## src/rtl/mlp_event_scheduler.sv

```systemverilog
// Event front-end for the MLP activation builder: buffers timestamped CAVIAR events,
// issues them one at a time, and owns the timestamp memory port (builder pass-through or clear sweep).
module mlp_event_scheduler #(
    parameter int CAVIAR_X_Y_BITS = 9,
    parameter int TIMESTAMP_BITS  = 16,
    parameter int WORD_SIZE       = 18,
    parameter int DVS_WIDTH       = 346,
    parameter int DVS_HEIGHT      = 260,
    parameter int FIFO_DEPTH      = 8,
    parameter int TIMEOUT_CYCLES  = 64
) (
    input  logic                         clk,
    input  logic                         rst,
    input  logic [2*CAVIAR_X_Y_BITS:0]   evt_in,
    input  logic [TIMESTAMP_BITS-1:0]    evt_ts,
    input  logic                         evt_vld,
    output logic                         evt_rdy,
    input  logic                         clear_req,
    output logic                         clear_busy,
    output logic [2*CAVIAR_X_Y_BITS:0]   act_cavier,
    output logic [TIMESTAMP_BITS-1:0]    act_ts,
    output logic                         act_vld,
    input  logic                         act_done,
    input  logic                         act_rw,
    input  logic                         act_cen,
    input  logic [CAVIAR_X_Y_BITS-1:0]   act_addr_x,
    input  logic [CAVIAR_X_Y_BITS-1:0]   act_addr_y,
    input  logic [WORD_SIZE-1:0]         act_wdata,
    output logic                         mem_rw,
    output logic                         mem_cen,
    output logic [CAVIAR_X_Y_BITS-1:0]   mem_addr_x,
    output logic [CAVIAR_X_Y_BITS-1:0]   mem_addr_y,
    output logic [WORD_SIZE-1:0]         mem_wdata,
    output logic                         evt_drop,
    output logic                         timeout_err
);
    localparam int EW = 2*CAVIAR_X_Y_BITS+1;
    localparam int PW = $clog2(FIFO_DEPTH);
    localparam int TW = (TIMEOUT_CYCLES > 1) ? $clog2(TIMEOUT_CYCLES) : 1;
    localparam logic [CAVIAR_X_Y_BITS-1:0] X_LAST   = CAVIAR_X_Y_BITS'(DVS_WIDTH-1);
    localparam logic [CAVIAR_X_Y_BITS-1:0] Y_LAST   = CAVIAR_X_Y_BITS'(DVS_HEIGHT-1);
    localparam logic [TW-1:0]              TO_LAST  = TW'(TIMEOUT_CYCLES-1);
    localparam logic [PW:0]                FULL_CNT = (PW+1)'(FIFO_DEPTH);

    typedef enum logic [1:0] {IDLE, ISSUE, BUSY, CLEAR} state_t;
    state_t state_q, state_d;

    logic [EW-1:0]             fifo_evt [FIFO_DEPTH];
    logic [TIMESTAMP_BITS-1:0] fifo_ts  [FIFO_DEPTH];
    logic [PW-1:0]             wr_ptr, rd_ptr;
    logic [PW:0]               count;
    logic                      push, pop, clear_pending, sweep_last, timeout_hit;
    logic [CAVIAR_X_Y_BITS-1:0] sweep_x, sweep_y;
    logic [TW-1:0]             busy_cnt;

    assign evt_rdy     = (count != FULL_CNT);
    assign push        = evt_vld && evt_rdy;
    assign pop         = (state_q == ISSUE);
    assign sweep_last  = (sweep_x == X_LAST) && (sweep_y == Y_LAST);
    assign timeout_hit = (busy_cnt == TO_LAST) && !act_done;
    assign clear_busy  = clear_pending || (state_q == CLEAR);

    always_comb begin
        state_d = state_q;
        case (state_q)
            IDLE: begin
                // A pending clear wins over queued events.
                if (clear_pending)      state_d = CLEAR;
                else if (count != '0)   state_d = ISSUE;
            end
            ISSUE:   state_d = BUSY;
            BUSY:    if (act_done || timeout_hit) state_d = IDLE;
            CLEAR:   if (sweep_last) state_d = IDLE;
            default: state_d = IDLE;
        endcase
    end

    always_comb begin
        mem_rw     = 1'b0;
        mem_cen    = 1'b0;
        mem_addr_x = '0;
        mem_addr_y = '0;
        mem_wdata  = '0;
        case (state_q)
            BUSY: begin
                mem_rw     = act_rw;
                mem_cen    = act_cen;
                mem_addr_x = act_addr_x;
                mem_addr_y = act_addr_y;
                mem_wdata  = act_wdata;
            end
            CLEAR: begin
                mem_rw     = 1'b1;
                mem_cen    = 1'b1;
                mem_addr_x = sweep_x;
                mem_addr_y = sweep_y;
            end
            default: ;
        endcase
    end

    always_ff @(posedge clk) begin
        if (push) begin
            fifo_evt[wr_ptr] <= evt_in;
            fifo_ts[wr_ptr]  <= evt_ts;
        end
    end

    always_ff @(posedge clk or posedge rst) begin
        if (rst) begin
            state_q       <= IDLE;
            wr_ptr        <= '0;
            rd_ptr        <= '0;
            count         <= '0;
            clear_pending <= 1'b0;
            act_vld       <= 1'b0;
            act_cavier    <= '0;
            act_ts        <= '0;
            evt_drop      <= 1'b0;
            timeout_err   <= 1'b0;
            sweep_x       <= '0;
            sweep_y       <= '0;
            busy_cnt      <= '0;
        end else begin
            state_q <= state_d;
            if (push) wr_ptr <= wr_ptr + 1'b1;
            if (pop)  rd_ptr <= rd_ptr + 1'b1;
            case ({push, pop})
                2'b10:   count <= count + 1'b1;
                2'b01:   count <= count - 1'b1;
                default: ;
            endcase
            // A request landing on the entry cycle re-arms for another sweep.
            if (clear_req)
                clear_pending <= 1'b1;
            else if (state_q == IDLE && state_d == CLEAR)
                clear_pending <= 1'b0;
            act_vld <= (state_d == ISSUE);
            if (state_d == ISSUE) begin
                act_cavier <= fifo_evt[rd_ptr];
                act_ts     <= fifo_ts[rd_ptr];
            end
            if (evt_vld && !evt_rdy) evt_drop <= 1'b1;
            busy_cnt <= (state_q == BUSY) ? busy_cnt + 1'b1 : '0;
            if (state_q == BUSY && timeout_hit) timeout_err <= 1'b1;
            if (state_q == CLEAR) begin
                if (sweep_x == X_LAST) begin
                    sweep_x <= '0;
                    sweep_y <= sweep_last ? '0 : sweep_y + 1'b1;
                end else begin
                    sweep_x <= sweep_x + 1'b1;
                end
            end
        end
    end
endmodule

```

## config.mk

```make
export PLATFORM = sky130hd
export DESIGN_NAME = mlp_event_scheduler
export DESIGN_NICKNAME = d
export VERILOG_FILES = /design/src/rtl/mlp_event_scheduler.sv
export SDC_FILE = /design/constraint.sdc
export NUM_CORES = 1
export LEC_CHECK = 0
export ABC_AREA = 1
export BUFFER_PORTS_ARGS = -buffer_cell sky130_fd_sc_hd__buf_4
export CORE_ASPECT_RATIO = 1.4
export CORE_UTILIZATION = 55
export CTS_BUF_LIST = sky130_fd_sc_hd__clkbuf_16
export DETAILED_ROUTE_END_ITERATION = 16
export PLACE_DENSITY = 0.86
export SLEW_MARGIN = 10
export SYNTH_ARGS = -nofsm -noshare
export SYNTH_HDL_FRONTEND = slang
export SYNTH_SLANG_ARGS = --single-unit
```

## constraint.sdc

```tcl
create_clock -name clk -period 6.2 [get_ports clk]
set_input_delay 0.31 -clock clk [delete_from_list [all_inputs] [get_ports clk]]
set_output_delay 0.31 -clock clk [all_outputs]
set_load 0.005 [all_outputs]
```

Word level (Yosys, flattened, before mapping):

Memories as Yosys holds them, arrays and structs flattened. A register that Yosys moved wholly into a read port is not among the register bits.
Cells that the tools add are included.

* add/sub/neg operators: 7
* $mul: 0
* div/mod/pow operators: 0
* $lt $le $gt $ge: 0
* eq/ne operators: 11
* shift-type cells: 0
* mux-type cells: 18
* bitwise operators: 0
* reduce and logical (&&, ||, !) cells: 15

Operators by type and width (count)
* 9-bit one-hot mux with 2 select lines: 2
* 9-bit by 1-bit adder with 9-bit output (second input constant): 2
* 9-bit equality test (second input constant): 2
* 18-bit two-way mux: 1
* 9-bit two-way mux: 2
* 2-bit equality test (second input constant): 4
* 2-bit two-way mux: 4
* 2-bit one-hot mux with 4 select lines: 1
* 4-bit one-hot mux with 2 select lines: 1
* 3-bit by 1-bit adder with 3-bit output (second input constant): 2
* 6-bit by 1-bit adder with 6-bit output (second input constant): 1
* 2-bit by 1-bit equality test with 1-bit output (second input constant): 3
* 6-bit equality test (second input constant): 1
* 1-bit logical AND: 6
* 6-bit two-way mux: 1
* 4-bit by 1-bit adder with 4-bit output (second input constant): 1
* 1-bit two-way mux: 4
* 4-bit inequality test (second input constant): 1
* 1-bit one-hot mux with 2 select lines: 2
* 2-bit nonzero test: 2
* 4-bit nonzero test: 1
* 4-bit by 1-bit subtractor with 4-bit output (second input constant): 1
* 1-bit logical NOT: 2
* 2-bit logical NOT: 1
* 2 further kinds: 3

* register bits after elaboration: 40
* bits in latches: 0
* memory bits (writable): 280
* memory bits (read-only): 0
* input port bits: 78
* output and inout port bits: 78
* word-level logic and storage cells: 64
* memories: 2

Memory list
* fifo_evt: depth 8, width 19, read ports 1, clocked after Yosys merged registers in 1, wr ports 1, RTL line 48 `logic [EW-1:0] fifo_evt [FIFO_DEPTH];`
* fifo_ts: depth 8, width 16, read ports 1, clocked after Yosys merged registers in 1, wr ports 1, RTL line 49 `logic [TIMESTAMP_BITS-1:0] fifo_ts [FIFO_DEPTH];`

Longest topological paths before layout:

Gate-level depths: netlist of run 1.

* depth after elaboration: 9
* depth in mapped cells: 11
* depth with buffers taken out: 10

Least setup slack after synthesis of run 1:

OpenSTA, ideal clock, no wires.

* kind: register to register
* from: register count[1]
* to: memory fifo_evt[0][0] (netlist name), enable pin
* library setup time: 0.427 ns
* data arrival time: 2.478 ns
* required time: 5.773 ns
* slack: 3.295 ns
* stages on the path, launching flop included: 6
* path buffers: 0
* clock period less this slack: 2.905 ns
* path through: dfrtp_1 > nor2_1 > nand3b_1 > nand2_1 > or2_2 > nor2_1

* longest elaborated chain between the ends: 4

Ends and longest elaborated chain
* start: declaration: RTL line 51 `logic [PW:0] count;`
* start signal: assignment: RTL line 129 `2'b10: count <= count + 1'b1;`
* start signal: assignment: RTL line 130 `2'b01: count <= count - 1'b1;`
* 4-bit inequality test: RTL line 56 `assign evt_rdy = (count != FULL_CNT);`
* net evt_rdy: RTL line 17 `output logic evt_rdy,`
* 1-bit logical AND: RTL line 57 `assign push = evt_vld && evt_rdy;`
* 1-bit two-way mux: RTL line 103 `if (push) begin`
* 1-bit two-way mux (not written as such): RTL line 104 `fifo_evt[wr_ptr] <= evt_in;`
* end: declaration: RTL line 48

The timed path passes the listed nets, and every way through them passes these cells.

==> out/results.ini, run 1 <==
[outcome]
status = completed

[die]
ios = 156
fp.dieArea_mm2 = 0.02829
die_x_um = 142.4
rows = 71
start_util = 0.5624
coreArea_mm2 = 0.02701
die_h_um = 198.6

[timing]
fmax_mhz = 325.3
tightest_slew_ns = 1.188
timing.final.crit_share = 0.4958
hold_viol_final = 0
setup_viol = 0
relSlewSlack = 0.2082
slew_violations = 0
period_needed_ns = 3.074
fin_ws_ns = 3.126
skew_ns = 0.01936
rsz0062_at_grt = false
fin_tns_setup_ns = 0

[finish]
drive_gt1_frac = 0.1657
stdcell_count = 1966
fin_util = 0.6669
nNetsFinal = 1664
syn_to_final_growth_pct = 18.59

[synthesis]
synth_nets = 1494
yosys.area.top_type = edfxtp_1
synth_top_area_share = 0.5536
syn_inst = 1406
postSynthAreaPerCell_um2 = 10.80
synthArstFlopShare = 0.2113
synth_seq_area_share = 0.6772
synthTopCellsByCount = nand2_1, edfxtp_1, nor2_1
synth-edff-count = 280
yosysMostFrequentCell = nand2_1
ys.flop_type = edfxtp_1
synth_seq_cells = 355
netlist_area_mm2 = 0.01519
synth_area_leaders = edfxtp_1, dfrtp_1, nand2_1
yosysUniqueCellTypes = 42
yosysWarningCount = 0

[power_and_ir_drop]
power-per-cell-area_mw_per_mm2 = 437.1
internal_power_uw = 5034
ir_worst_vdd_uv = 291.4
seqPwrFrac = 0.422
p_leak_uw = 0.007602
p_sw_frac = 0.3606
power_frac_comb = 0.343
p_clk_frac = 0.235
power.switching_uw = 2839

[critical_path]
cp.arrival_ns = 3.56
slowest_stage = buf_4
setup.worst_path.class = register to register
crit_chain = buf_4 > nor2_1 > nor2_1 > o21ai_0 > nand2_1 > nand2_1 > nand2_1 > nand4_1 > nand2_1
worst_setup_path_start_kind = register
crit_fanout = 120
slowest_delay_ns = 1.03
cp.required_ns = 6.69
critPathCaptureType = register
cpMostUsedCell = nand2_1

[route]
antenna_left = 0
firstDrtPassIters = 5
wirelength_mm = 33.90
via_per_inst = 5.484
drc = 0
drtIter0Drc = 873
wl_per_cell_um = 17.24
route.vias.total = 10780

[placement]
place_ws_ns = 3.185
place_hpwl_mm = 19.56
port_buffers = 155
dp.cells = 1870
place_congestion = 0.8304

[grt]
grt-ovfl-total = 0
grt_pass1_wl_mm = 52.92
grt_pass1_vias = 10640
gr-usage-all-layers = 0.2434
antenna_found_initial = 2
grt_max_degree = 121

[clocking]
cts_buffers = 31
clk_path_buf_depth = 3
post_cts_buffers = 0
cts_max_level = 1
clock-sinks = 355
clkTransAtPathRegs_ns = 0.06
clk_latency_ns = 0.57
cts_tree = built
root_buffer = clkbuf_16

[min_path]
hold_path.class = primary input to async pin

[flow_run]
drv_cap = 0

metrics by stage:
step	hold WS (ns)	power, uW	area, um^2
floorplan	0.4023	5080	15190
global placement	0.4503	5896	16650
detailed placement	0.4607	6014	16650
CTS	0.1198	7891	18010
global route	0.1777	8327	18010
finish	0.09593	7872	18010
state kept, by name (all words and copies together), names as in the netlist:
signal         flops
fifo_evt         152
act_vld            1
sweep_x            9
act_ts            16
rd_ptr             3
count              4
timeout_err        1
fifo_ts          128
evt_drop           1
state_q            2
sweep_y            9
busy_cnt           6
act_cavier        19
clear_pending      1
wr_ptr             3
metal layers:
| layer | share of wire | GRT usage |
|---|---|---|
| met5 | 0 | 0 |
| met2 | 0.52 | 0.4394 |
| met4 | 0.030 | 0.1075 |
| met3 | 0.081 | 0.03996 |
| met1 | 0.37 | 0.2838 |
logic make-up (layout without fill, tap and decap cells):
group,after synthesis,after routing,share of synthesized area
xor gates and xnor gates,13,13,0.007497
AOI/OAI and AO/OA,186,186,0.07448
muxes,2,2,0.001401
DFF,355,355,0.6772
buffers and inverters,203,396,0.05462
and+or+nand+nor,637,637,0.1761
adders and majority gates,10,10,0.008733
other,0,2,0
cells in the final DEF, fill, tap and decap left out, drive strengths merged, types with 8 or more instances in the layout:
cell / instances
a21oi: 9
buf: 170
clkbuf: 31
clkinv: 17
dfrtp: 75
dlygate4sd3: 38
edfxtp: 280
ha: 9
inv: 136
nand2: 375
nand3: 16
nand4: 40
nor2: 192
nor3: 8
o211ai: 70
o21ai: 99
xor2: 12
worst paths after layout:
kind                                 start           to  slack, ns  cells past startpoint
worst max-delay path             rd_ptr[0]   act_ts[12]       3.13                      9
worst min-delay path                   rst  busy_cnt[5]        0.1                      3
worst max register to register   rd_ptr[0]   act_ts[12]       3.13                      9
worst min register to register  sweep_x[7]   sweep_x[7]       0.47                      1
max in group asynchronous              rst    rd_ptr[0]       5.33                      3
min in group clk                sweep_x[7]   sweep_x[7]       0.47                      1
power groups by stage:
stage,combinational [uW],clock [uW],sequential (uW)
6_report,2700,1850,3320
5_1_grt,3010,1950,3370
4_1_cts,2700,1870,3320
3_5_place_dp,2650,0,3360
3_3_place_gp,2550,0,3350
2_1_floorplan,1830,0,3250
area by class of cell:
class / instances / area [um^2]
fillers: 1930 / 8995
clock inverters: 25 / 197.7
clock buffers: 31 / 775.7
well taps: 365 / 456.7
diodes: 2 / 5.005
repair buffers: 208 / 1657
multi-input cells: 848 / 4133
flip-flops and latches: 355 / 10290
inverters: 132 / 498.0
critical path: cells and delay by family, from the launching register on:
kind                   cells  cell delay (ns)
AOI/OAI and AO/OA          1             0.12
buffers and inverters      1             1.03
and+or+nand+nor            7             0.76
DFF                        1             1.01
timing repair:
item | 4_1_cts | 5_1_grt
hold buffers | 38 | 0
setup endpoints to repair | 0 | 0
hold endpoints to repair | 283 | 0
gates resized for setup | 0 | 0
No activity file was read; power rests on OpenSTA's default activity.
==> run 2, diff against run 1 <==
- clock period: 6.2 -> 3.1 ns (I/O delays scaled with it)
==> run 2 against run 1 <==
  * Count of clock-buffer cells in the layout unchanged
  * Die area unchanged
  * Setup slack got worse by 2.5 ns
  * Worst hold slack improved by 0.13 ns
  * Via count increased by 1.9%
  * Final cell count increased by 0.56%
  * Combinational power increased by 110%
  * Fmax increased by 25%
  * Routed wire length increased by 3.0%
  * First-iteration DRC count increased by 8.4%
  * Total power increased by 100%
==> out/results.ini, run 2 (synthesized netlist as in run 1, its figures left out) <==
[outcome]
status = completed

[flow_run]
drv_cap = 0  ; unchanged

[finish]
nNetsFinal = 1676  ; +0.72%
syn_to_final_growth_pct = 19.87
layout_common_cells = nand2_1, edfxtp_1, nor2_1, buf_4, inv_1
top_register = fifo_evt
largest_reg_flops = 152  ; unchanged
fillerInstances = 1859  ; -3.7%
diodes = 0  ; -2
final_common_cell = nand2_1
drive_gt1_frac = 0.1749  ; +0.009209
top_regs = fifo_evt x152, fifo_ts x128, act_cavier x19

[power_and_ir_drop]
power-per-cell-area_mw_per_mm2 = 878.9  ; +100%
p_leak_uw = 0.007676  ; +0.97%
ir_worst_vdd_uv = 540.8  ; +86%

[critical_path]
reg2reg_depth = 10  ; +1
slowest_stage = nand3_4
cp.required_ns = 3.53  ; -3.16 ns
critPathCaptureType = register
reg2reg_from = sweep_x[1]
cp.arrival_ns = 2.89  ; -0.67 ns
worst_setup_path_start_kind = register
crit_fanout = 37  ; -69%
r2r_slack_ns = 0.64  ; -2.49 ns
crit_chain = inv_1 > ha_1 > nand3_2 > nor2_8 > nand3_2 > nand2_2 > nand2_4 > nand3_4 > nand2_2 > nand2_1
slowest_delay_ns = 0.63  ; -0.40 ns
reg2reg_to = act_ts[11]
setup.worst_path.class = register to register

[timing]
fin_ws_ns = 0.6406  ; -2.485 ns
slew_violations = 0  ; unchanged
relSlewSlack = 0.4852  ; +0.2769
rsz0062_at_grt = false
fin_tns_setup_ns = 0  ; unchanged
period_needed_ns = 2.459  ; -0.6148 ns
skew_ns = 0.01654  ; -0.002825 ns
timing.final.crit_share = 0.7934  ; +0.2975
setup_viol = 0  ; unchanged
tightest_slew_ns = 0.7675  ; -0.4201 ns
hold_viol_final = 0  ; unchanged
fmax_mhz = 406.6  ; +25%

[clocking]
clock-sinks = 355  ; unchanged
clkTransAtPathRegs_ns = 0.06  ; about the same
cts_buffers = 31  ; unchanged
clk_path_buf_depth = 3  ; unchanged
cts_tree = built
cts_resized = 0  ; unchanged
root_buffer = clkbuf_16
cts_max_level = 1  ; unchanged
clk_latency_ns = 0.56  ; about the same

[die]
ios = 156  ; unchanged
die_x_um = 142.4  ; unchanged
start_util = 0.5624  ; unchanged
die_h_um = 198.6  ; unchanged
rows = 71  ; unchanged
fp.dieArea_mm2 = 0.02829  ; unchanged
coreArea_mm2 = 0.02701  ; unchanged

[route]
wirelength_mm = 34.92  ; +3.0%
route.vias.total = 10990  ; +1.9%
drc = 0  ; unchanged
antenna_left = 0  ; unchanged
via_per_inst = 5.559  ; +1.4%
wl_per_cell_um = 17.66  ; +2.4%
firstDrtPassIters = 5  ; unchanged
drtIter0Drc = 946  ; +8.4%

[placement]
place_hpwl_mm = 21.66  ; +11%
place_congestion = 0.8560  ; +3.1%
port_buffers = 155  ; unchanged
place_ws_ns = 0.6770  ; -2.508 ns

[grt]
antenna_found_initial = 0  ; -2
grt-ovfl-total = 0  ; unchanged
grt_pass1_wl_mm = 54.58  ; +3.1%
grt_max_degree = 92  ; -24%
gr-usage-all-layers = 0.2511  ; +0.007655
grt_pass1_vias = 11040  ; +3.8%

[min_path]
hold_path.class = primary input to async pin

## run 2: changes by cell type in the layout (fill, tap and decap cells not counted), sizes merged
cell         previous run  this run
buf                   170       181
clkinvlp                1         6
clkinv                 17        13
diode                   2         0
dlygate4sd3            38        39
## run 2: worst max-delay path by stage
stage / startpoint / to / slack, ns / cells past startpoint
after floorplan: count[1] / fifo_evt[0][0] / 0.20 / 5
after global placement: sweep_x[0] / act_cavier[15] / 0.77 / 9
after detailed placement: sweep_x[1] / act_cavier[15] / 0.68 / 10
after CTS: sweep_x[1] / act_ts[9] / 0.66 / 10
after global routing: sweep_x[1] / act_ts[9] / 0.45 / 10
final: sweep_x[1] / act_ts[11] / 0.64 / 10
## run 2: worst max-delay path: cells and delay by family (launching register included)
kind                       cells  cell delay [ns]
and+or+nand+nor                8             1.66
buffers and inverters          1             0.08
DFF                            1             0.37
adders and majority gates      1             0.20
## run 2: final cells by class
class / count / area [um^2] / area share
Clock buffer: 31 / 775.7 / 0.04261
Timing Repair Buffer: 220 / 1824 / 0.1002
Sequential cell: 355 / 10290 / 0.5652
Clock inverter: 26 / 229.0 / 0.01258
Multi-Input combinational cell: 848 / 4133 / 0.2270
Inverter: 132 / 498.0 / 0.02735
Tap cell: 365 / 456.7 / 0.02509
## run 2: repair_timing
item | in CTS | in global routing
hold buffers | 39 | 0
setup buffers | 0 | 0
endpoints found under the hold margin | 320 | 0
## run 2: per-layer routing
metal	track usage	vias up	wire length (um)
met3	0.03539	90	2987
met2	0.4651	579	18420
li1	-	5087	-
met5	0	-	0
met4	0.1023	0	1054
met1	0.2893	5234	12450
## run 2: where the power goes
group / total, uW / switching (uW) / internal, uW
sequential: 6570 / 494 / 6080
combinational: 5640 / 3600 / 2050
clock: 3790 / 1700 / 2090
total: 16000 / 5790 / 10200
## run 2: per-stage QoR
step           total power [uW]  std cells  hold slack, ns    util  cell area [um^2]
3_3_place_gp              11920       1881          0.2745  0.6225             16810
2_1_floorplan             10160       1406          0.2473       -             15190
6_report                  16000       1977          0.2302  0.6741             18210
5_1_grt                   16930       1977          0.3182  0.6741             18210
3_5_place_dp              12190       1881          0.2715  0.6225             16810
4_1_cts                   16050       1977          0.2517  0.6741             18210
==> run 3, diff against run 2 <==
- ABC_AREA: 1 -> 0
- CORE_UTILIZATION: 55 -> 53
- PLACE_DENSITY: 0.86 -> 0.87
- clock period: 3.1 -> 2.2 ns (I/O delays scaled with it)
==> run 3 against run 2 <==
  * The run now ends with setup timing left
  * Routed wire length shrank 13%
  * Setup slack lost 0.80 ns
  * Final cell count fell by 30%
  * Non-clock buffer count is 34 higher
  * Register-to-register slack worse by 0.80 ns
  * Combinational power is 71% lower
  * Utilization up 0.75 points
  * Area after synthesis down 5.7%
  * Total power decreased by 5.0%
  * Sequential cell count unchanged
  * Global-route usage down 2.8 points
  * Critical endpoint is now act_cavier[13]
  * Largest cell class unchanged
==> out/results.ini, run 3 <==
[outcome]
status = complete, but fails checks
violations = setup timing

[grt]
grt_pass1_wl_mm = 46.00  ; -16%
grt-ovfl-total = 0  ; unchanged
grt_pass1_vias = 8135  ; -26%
antenna_found_initial = 0  ; unchanged
grt_max_degree = 46  ; -50%
gr-usage-all-layers = 0.2227  ; -0.02844

[critical_path]
critPathCaptureType = register
crit_fanout = 8  ; -78%
crit_end = act_cavier[13]
setup.worst_path.class = register to register
r2r_slack_ns = -0.16  ; -0.80 ns
reg2reg_from = sweep_y[5]
worst_setup_path_start_kind = register
reg2reg_depth = 8  ; -2
reg2reg_to = act_cavier[13]
cp.arrival_ns = 2.80  ; -0.09 ns
cp-startpoint = sweep_y[5]
cp.required_ns = 2.64  ; -0.89 ns

[power_and_ir_drop]
p_leak_uw = 0.006805  ; -11%
p_sw_frac = 0.2360  ; -0.1260
power_frac_comb = 0.109  ; -0.244
ir_worst_vdd_uv = 816.3  ; +51%
power-per-cell-area_mw_per_mm2 = 845.8  ; -3.8%
internal_power_uw = 11610  ; +14%
seqPwrFrac = 0.551  ; +0.140
power.switching_uw = 3587  ; -38%
p_clk_frac = 0.339  ; +0.102

[die]
ios = 156  ; unchanged
die_x_um = 141.0  ; -1.0%
rows = 70  ; -1.4%
start_util = 0.5435  ; -0.01884
fp.dieArea_mm2 = 0.02771  ; -2.1%
coreArea_mm2 = 0.02636  ; -2.4%
die_h_um = 196.6  ; -1.0%

[clocking]
cts_buffers = 31  ; unchanged
clk_path_buf_depth = 3  ; unchanged
cts_tree = built
clk_latency_ns = 0.57  ; about the same
cts_max_level = 1  ; unchanged
clkTransAtPathRegs_ns = 0.07  ; about the same
root_buffer = clkbuf_16
clock-sinks = 355  ; unchanged

[finish]
layout_common_cells = edfxtp_1, buf_4, mux4_2, dfrtp_1, dlygate4sd3_1
drive_gt1_frac = 0.4224  ; +0.2475
stdcell_area_mm2 = 0.01797  ; -1.3%
syn_to_final_growth_pct = 25.40
top_register = fifo_evt
fillerInstances = 1616  ; -13%
largest_reg_flops = 152  ; unchanged
diodes = 0  ; unchanged
nNetsFinal = 1082  ; -35%
final_common_cell = edfxtp_1
top_regs = fifo_evt x152, fifo_ts x128, act_cavier x19

[synthesis]
synth_seq_cells = 355  ; unchanged
syn_inst = 740  ; -47%
synth-edff-count = 280  ; unchanged
synthArstFlopShare = 0.2113  ; unchanged
synth_seq_area_share = 0.7178  ; +0.04057
synth_top_area_share = 0.5868  ; +0.03316
ys.flop_type = edfxtp_1
postSynthAreaPerCell_um2 = 19.36  ; +79%
yosys.area.top_type = edfxtp_1
synth_nets = 828  ; -45%
yosysWarningCount = 0  ; unchanged
yosysMostFrequentCell = edfxtp_1
netlist_area_mm2 = 0.01433  ; -5.7%
yosysUniqueCellTypes = 46  ; +9.5%
synth_area_leaders = edfxtp_1, dfrtp_1, mux4_2
synthTopCellsByCount = edfxtp_1, dfrtp_1, mux4_2

[timing]
hold-worst-slack_ns = 0.1852  ; -0.04502 ns
slew_violations = 0  ; unchanged
fmax_mhz = 424.2  ; +4.3%
skew_ns = 0.02165  ; +0.005108 ns
fin_ws_ns = -0.1576  ; -0.7982 ns
rsz0062_at_grt = true
period_needed_ns = 2.358  ; -0.1018 ns
setup_viol = 35  ; +35
tightest_slew_ns = 0.6012  ; -0.1663 ns
timing.final.crit_share = 1.072  ; +0.2783
relSlewSlack = 0.5987  ; +0.1136
hold_viol_final = 0  ; unchanged

[route]
route.vias.total = 7780  ; -29%
firstDrtPassIters = 6  ; +1
wirelength_mm = 30.48  ; -13%
drtIter0Drc = 543  ; -43%
wl_per_cell_um = 22.12  ; +25%
drc = 0  ; unchanged
via_per_inst = 5.646  ; +1.6%
antenna_left = 0  ; unchanged

[placement]
place_hpwl_mm = 17.95  ; -17%
placed_area_mm2 = 0.01642  ; -2.3%
port_buffers = 155  ; unchanged
place_ws_ns = -0.09880  ; -0.7758 ns
place_congestion = 0.9188  ; +7.3%

[flow_run]
drv_cap = 0  ; unchanged

[min_path]
hold_path.class = primary input to async pin

==> run 3: changes by cell type in the layout (fill, tap and decap cells not counted), moves of 36 or more <==
| cell | before | now |
|---|---|---|
| nor2_1 | 182 | 32 |
| o21ai_0 | 81 | 9 |
| o211ai_1 | 70 | 0 |
| nand2_1 | 349 | 20 |
| mux2_2 | 1 | 37 |
| inv_1 | 130 | 10 |
| mux4_2 | 0 | 70 |
==> run 3: final cells by class <==
class,instances,area (um^2),area share
clock buffers,31,775.7,0.04317
well taps,360,450.4,0.02507
multi-input cells,344,3994,0.2223
repair buffers,254,2241,0.1247
flip-flops and latches,355,10300,0.5730
clock inverters,26,180.2,0.01003
inverters,8,31.28,0.001741
==> run 3: power groups by stage <==
stage | logic [uW] | clock network (uW) | registers, uW
4_1_cts | 1660 | 5240 | 8370
3_3_place_gp | 1540 | 0 | 8430
2_1_floorplan | 820 | 0 | 8430
5_1_grt | 1770 | 5490 | 8440
6_report | 1660 | 5160 | 8380
3_5_place_dp | 1590 | 0 | 8500
==> run 3: layer usage <==
layer | share of wire | track usage | routed length [um]
met5 | 0 | 0 | 0
met3 | 0.065 | 0.03013 | 1989
met4 | 0.024 | 0.07166 | 731
met1 | 0.37 | 0.2709 | 11360
met2 | 0.54 | 0.4094 | 16400
==> run 3: cells by family after synthesis <==
logic type	count (synthesis)	share of synthesized area
DFF	355	0.7178
muxes	162	0.1882
and+or+nand+nor	123	0.04436
buffers and inverters	41	0.01528
AOI/OAI and AO/OA	31	0.01415
xor gates and xnor gates	18	0.01100
adders and majority gates	10	0.009256
==> run 3: how the worst min path moves through the flow <==
stage | end | start | depth (start not counted)
4_1_cts | clear_pending | rst | 3
5_1_grt | sweep_x[7] | rst | 3
3_5_place_dp | sweep_x[7] | rst | 2
3_3_place_gp | act_cavier[18] | rst | 2
2_1_floorplan | fifo_evt[0][0] | evt_in[0] | 0
6_report | sweep_x[7] | rst | 3
==> run 3: through the flow <==
stage          utilization  total power (uW)  setup TNS, ns  instances
6_report            0.6816             15200         -4.948       1378
2_1_floorplan            -              9251         -64.30        740
5_1_grt             0.6816             15700         -7.033       1378
4_1_cts             0.6775             15270         -2.685       1375
3_3_place_gp        0.6228              9975         -1.086       1272
3_5_place_dp        0.6228             10090         -1.912       1272
==> run 3: critical path, stage by stage (launching register included) <==
cell and delay [ns]:
dfrtp_1 0.39, or4_4 0.55, nor4_4 0.21, buf_4 0.20
a32oi_4 0.11, a21boi_4 0.17, buf_6 0.14, clkbuf_16 0.17
mux2_4 0.30
==> run 3: what timing repair did <==
item,in CTS,in global routing
buffers inserted,6,3
hold buffers,39,0
endpoints found under the hold margin,316,0
cloned,1,1
endpoints found under the setup margin,35,43
resized for setup,6,16
pin swaps,0,6
